==> config.mk <==
export PLATFORM = sky130hd
export DESIGN_NAME = mem_stage
export DESIGN_NICKNAME = d
export VERILOG_FILES = /design/src/rtl/mem_stage.sv
export SDC_FILE = /design/constraint.sdc
export NUM_CORES = 1
export LEC_CHECK = 0
export CORE_ASPECT_RATIO = 1.5
export CORE_MARGIN = 1
export CORE_UTILIZATION = 55
export CTS_CLUSTER_SIZE = 30
export DETAILED_ROUTE_END_ITERATION = 7
export DONT_BUFFER_PORTS = 1
export PLACE_DENSITY = 0.79
export SLEW_MARGIN = 20
export SYNTH_ARGS = -nofsm -noshare
export SYNTH_HDL_FRONTEND = slang
export SYNTH_SLANG_ARGS = --single-unit
==> constraint.sdc <==
create_clock -name clk -period 3.7 [get_ports clk]
set_clock_uncertainty 0.2 [all_clocks]
set_input_delay 1.11 -clock clk [delete_from_list [all_inputs] [get_ports clk]]
set_output_delay 1.11 -clock clk [all_outputs]
set_load 0.01 [all_outputs]
==> src/rtl/mem_stage.sv <==
// Memory stage of the 8-bit MIPS pipeline. It sits between the EX/MEM and MEM/WB
// registers, owns the byte-wide data memory, and stretches loads and stores by
// MEM_LAT wait cycles while holding the upstream pipeline with `stall`.
module mem_stage #(
  parameter int ADDR_W  = 5,
  parameter int MEM_LAT = 0
) (
  input  logic       clk,
  input  logic       reset,
  input  logic [7:0] ans_ex,
  input  logic [7:0] DM_data,
  input  logic       mem_rd,
  input  logic       mem_wr,
  input  logic       wb_en_in,
  input  logic [2:0] rd_in,
  output logic       stall,
  output logic [7:0] wb_data,
  output logic [2:0] wb_rd,
  output logic       wb_en
);

  localparam int DEPTH = 1 << ADDR_W;
  localparam bit HAS_LAT = (MEM_LAT != 0);
  // Counter preload; a zero-latency build never enters WAIT, so the value is unused there.
  localparam logic [3:0] LAT_LOAD = (MEM_LAT > 0) ? 4'(MEM_LAT - 1) : 4'd0;

  typedef enum logic {
    IDLE,
    WAIT
  } state_t;

  state_t            state, state_next;
  logic [3:0]        cnt, cnt_next;
  logic [7:0]        mem [DEPTH];
  logic [ADDR_W-1:0] addr;
  logic              mem_op;
  logic              is_load;
  logic              commit;
  logic [7:0]        rd_data;

  assign addr    = ans_ex[ADDR_W-1:0];
  assign mem_op  = mem_rd | mem_wr;
  // A simultaneous read and write request behaves as a plain store.
  assign is_load = mem_rd & ~mem_wr;
  // Asynchronous read returns the contents before any store committing at this edge.
  assign rd_data = mem[addr];

  // State register: FSM state and remaining wait count.
  always_ff @(posedge clk) begin
    // NOTE: sequential state uses non-blocking assignments so every register samples pre-edge values.
    if (!reset) begin
      state <= IDLE;
      cnt   <= 4'd0;
    end else begin
      state <= state_next;
      cnt   <= cnt_next;
    end
  end

  // Next-state logic: enter WAIT for memory ops when latency is configured, count down, then return.
  always_comb begin
    // NOTE: defaults first so every path assigns the outputs and no latch is inferred.
    state_next = state;
    cnt_next   = cnt;
    unique case (state)
      IDLE: begin
        if (mem_op && HAS_LAT) begin
          state_next = WAIT;
          cnt_next   = LAT_LOAD;
        end
      end
      WAIT: begin
        if (cnt != 4'd0) begin
          cnt_next = cnt - 4'd1;
        end else begin
          state_next = IDLE;
        end
      end
      default: begin
        state_next = IDLE;
        cnt_next   = 4'd0;
      end
    endcase
  end

  // Output logic: stall while the access is still pending; commit on every non-stalled edge.
  always_comb begin
    stall  = 1'b0;
    commit = 1'b0;
    unique case (state)
      IDLE:    stall = mem_op && HAS_LAT;
      WAIT:    stall = (cnt != 4'd0);
      default: stall = 1'b0;
    endcase
    commit = ~stall;
  end

  // Data memory write port; a store lands only when its op commits.
  always_ff @(posedge clk) begin
    // NOTE: the memory array has no reset; gating on reset keeps an aborted store from landing.
    if (reset && commit && mem_wr) begin
      mem[addr] <= DM_data;
    end
  end

  // MEM/WB register: load the committed result, or insert a bubble while stalled.
  always_ff @(posedge clk) begin
    if (!reset) begin
      wb_data <= 8'h00;
      wb_rd   <= 3'd0;
      wb_en   <= 1'b0;
    end else if (stall) begin
      wb_en <= 1'b0;
    end else begin
      wb_data <= is_load ? rd_data : ans_ex;
      wb_rd   <= rd_in;
      wb_en   <= wb_en_in;
    end
  end

endmodule

==> flow_metrics.py <==
metrics = {
    "outcome": {
        "status": "completed",
    },
    "clock_network": {
        "cts.sink_count": 273,
        "post_cts_resize_count": 0,
        "buffer_cell_driving_the_clock_tree_root": "sky130_fd_sc_hd__clkbuf_16",
        "clkLatencyLatePin_ns": 0.52,
        "htree_num_levels": 1,
        "clockBufferDepth": 3,
        "cts_setup_buffers": 0,
        "tritoncts": "built",
        "clk_pin_slew_ns": 0.07,
        "cts_buffers": 23,
        "hold_buffers": 0,
    },
    "sta": {
        "setup_violations": 0,
        "tns_ns": 0,
        "rsz0062_at_grt": "false",
        "layout_worst_path_cycle_share_pct": 91.6,
        "number_of_pins_with_negative_max_slew_slack_in_the_final_report": 0,
        "final-hold-violation-count": 0,
        "worst-slew-pin-transition_ns": 0.810,
        "post_layout_minimum_cycle_time_ns": 3.39,
        "maxSlewHeadroom_pct": 45.9,
        "fmax_mhz": 295,
    },
    "synthesis": {
        "syn_nets": 590,
        "synthesis.area_mm2": 0.0107,
        "post_synth_arst_share_pct": 0,
        "count_of_different_cell_masters_after_synthesis": 49,
        "area_share_of_and_or_nand_nor_cells_after_synthesis_pct": 5.11,
        "synthFlopType": "sky130_fd_sc_hd__edfxtp_1",
        "synth.area.mux_share_pct": 14.6,
        "yosysWarnings": 0,
        "syn_area_per_cell_um2": 19.0,
        "synth_enable_flop_cells": 256,
        "post_synth_xor_area_fraction_pct": 0.245,
        "synth_cells": 565,
        "synth-compound-area-share_pct": 3.36,
        "synth_sequential_area_ratio_pct": 74.8,
        "combinational_family_with_the_most_area_after_synthesis": "multiplexers",
        "postSynthRegisterBits": 273,
        "synthAdderAreaFrac_pct": 0.117,
    },
    "critical_path": {
        "rr_worst_depth": 7,
        "reg2reg_start": "cnt[0]$_SDFFE_PN0P_",
        "setup.reg_to_reg.worst_slack_ns": 0.70,
        "worstPathArrival_ns": 2.08,
        "worst-setup-path-type": "reg2out",
        "worstSetupEndpointType": "primary output",
        "setup.worst_path.start_class": "flip-flop",
        "data_required_time_of_the_worst_path_ns": 2.39,
        "path_max_fanout": 9,
        "r2r_endpoint": "mem[17][3]$_DFFE_PP_",
    },
    "pwr": {
        "worst_ir_drop_vdd_mv": 0.327,
        "cellLeakagePower_uw": 0.00379,
        "power_per_cell_area_mw_per_mm2": 500,
    },
    "grt": {
        "grt_max_degree": 77,
        "grt_use_met2_pct": 40.2,
        "grt.met3_usage_pct": 5.71,
        "first_global_vias": 5595,
        "global_route.peak_usage_layer": "met2",
        "grt_antenna_before_repair": 0,
        "grt.overflow.total": 0,
        "wire_length_of_the_first_global_routing_pass_mm": 34.6,
        "gr-usage-all-layers_pct": 24.2,
        "groute.layer.met1.usage_pct": 29.4,
    },
    "cells_and_area": {
        "nNetsFinal": 621,
        "area_growth_pct": 10.3,
        "final_layout_size_suffix_gt1_share_pct": 20.4,
        "layout.cells.most_common": "sky130_fd_sc_hd__edfxtp_1",
        "mostFrequentLayoutCells": "sky130_fd_sc_hd__edfxtp_1 (256), sky130_fd_sc_hd__mux4_2 (52), sky130_fd_sc_hd__nor2_1 (45), sky130_fd_sc_hd__nand2_1 (44), sky130_fd_sc_hd__buf_4 (32)",
        "fin_cells": 869,
        "finish.instance_area_mm2": 0.0118,
        "layout.filler_cells": 1313,
    },
    "floorplan": {
        "placeableCoreArea_mm2": 0.0192,
        "num_rows": 62,
        "ioPinCount": 37,
        "fp.dieW_um": 116,
        "initial_core_util_pct": 56.0,
        "design.die.area_mm2": 0.0201,
        "die_height_um": 173,
    },
    "placed_design": {
        "rd_place_congestion": 0.972,
        "cell_count_post_placement": 827,
        "io_buffers": 0,
        "detailed_place.area_mm2": 0.0111,
        "place_hpwl_mm": 14.1,
    },
    "min_path": {
        "hold_path.startpoint": "wb_data[5]$_SDFFE_PN0N_",
        "holdCritPathClass": "reg2reg",
        "timing.hold.worst_path_depth": 2,
        "holdPathEnd": "wb_data[5]$_SDFFE_PN0N_",
    },
    "detailed_routing": {
        "postRouteWirelength_mm": 23.1,
        "ant_nets": 0,
        "remaining_drc_errors": 0,
        "dr.pass1.iters": 5,
        "route.vias.total": 5566,
        "avgRoutedWirePerCell_um": 26.6,
        "drt-vias-per-instance": 6.41,
        "number_of_violations_reported_at_the_end_of_detailed_routing_iteration_0": 685,
    },
    "job": {
        "max-cap-violations": 0,
    },
}
## registers in the layout, indices dropped and copies added (netlist names)
name / flops
cnt: 4
mem: 256
state: 1
wb_en: 1
wb_data: 8
wb_rd: 3
## routing by layer
layer | share of wire (%) | wire length (um) | up-vias
li1 | - | - | 2330
met3 | 9.0 | 2090 | 76
met5 | 0 | 0 | -
met4 | 5.0 | 1150 | 0
met1 | 35 | 8130 | 2834
met2 | 51 | 11800 | 326
## stage by stage
step           total power (uW)  setup slack (ns)  hold WS (ns)  util (%)
4_1_cts                    5930             0.304         0.283      61.8
3_3_place_gp               3650             0.635         0.275      58.1
2_1_floorplan              3650             0.301         0.263         -
3_5_place_dp               3660             0.557         0.275      58.1
6_report                   5920             0.312         0.280      61.8
5_1_grt                    6050             0.217         0.302      61.8
## worst max-delay path, cell delays in order (launching register included)
cell and delay, ns:
sky130_fd_sc_hd__dfxtp_1 0.33, sky130_fd_sc_hd__inv_1 0.06, sky130_fd_sc_hd__ha_1 0.14, sky130_fd_sc_hd__or3b_4 0.41
sky130_fd_sc_hd__nand2_1 0.25, sky130_fd_sc_hd__clkinv_1 0.36
## worst max-delay path by stage
| stage | cells after the start | end | slack [ns] | start |
|---|---|---|---|---|
| after detailed placement | 5 | mem[16][7]$_DFFE_PP_ | 0.56 | reset |
| after floorplan | 6 | mem[13][0]$_DFFE_PP_ | 0.30 | ans_ex[0] |
| final | 5 | stall | 0.31 | cnt[0]$_SDFFE_PN0P_ |
| after global routing | 5 | stall | 0.22 | cnt[0]$_SDFFE_PN0P_ |
| after CTS | 5 | stall | 0.30 | cnt[0]$_SDFFE_PN0P_ |
| after global placement | 5 | mem[16][2]$_DFFE_PP_ | 0.63 | reset |
## synthesized netlist by cell type (4+ instances only)
cell type	number	share of area, %
sky130_fd_sc_hd__a21oi_1	13	0.61
sky130_fd_sc_hd__a31oi_1	5	0.29
sky130_fd_sc_hd__buf_2	8	0.37
sky130_fd_sc_hd__buf_4	6	0.42
sky130_fd_sc_hd__clkbuf_1	8	0.28
sky130_fd_sc_hd__dfxtp_1	17	3.2
sky130_fd_sc_hd__edfxtp_1	256	72
sky130_fd_sc_hd__mux2_2	5	0.52
sky130_fd_sc_hd__mux2i_1	18	1.7
sky130_fd_sc_hd__mux4_1	6	1.5
sky130_fd_sc_hd__mux4_2	52	11
sky130_fd_sc_hd__nand2_1	44	1.5
sky130_fd_sc_hd__nand3_1	7	0.33
sky130_fd_sc_hd__nand4_1	4	0.23
sky130_fd_sc_hd__nor2_1	45	1.6
sky130_fd_sc_hd__nor2b_1	8	0.47
sky130_fd_sc_hd__nor3_1	4	0.19
sky130_fd_sc_hd__o21ai_0	7	0.33
sky130_fd_sc_hd__o221ai_1	4	0.33
## power breakdown
group          internal [uW]  total (uW)  switching, uW
sequential              3390        3410           13.4
clock                   1280        2330           1050
combinational           97.4         187           90.0
total                   4770        5920           1150
## cell type report
class	instances	area [um2]	share of cell area [%]
Tap cell	256	320	2.71
Clock buffer	25	583	4.93
Inverter	6	22.5	0.190
Clock inverter	16	129	1.09
Multi-Input combinational cell	260	2510	21.2
Sequential cell	273	8030	67.8
Antenna cell	1	2.50	0.0211
Timing Repair Buffer	32	240	2.03
## kinds of logic (layout without fill, tap and decap cells)
group	count (synthesis)	in the layout
AO/OA/AOI/OAI	51	51
XOR/XNOR	3	3
multiplexers	81	81
other	0	1
buffers and inverters	32	79
flip-flops	273	273
adder cells (fa/ha/maj)	1	1
AND/OR/NAND/NOR	124	124
No activity file was read; power rests on OpenSTA's default activity.
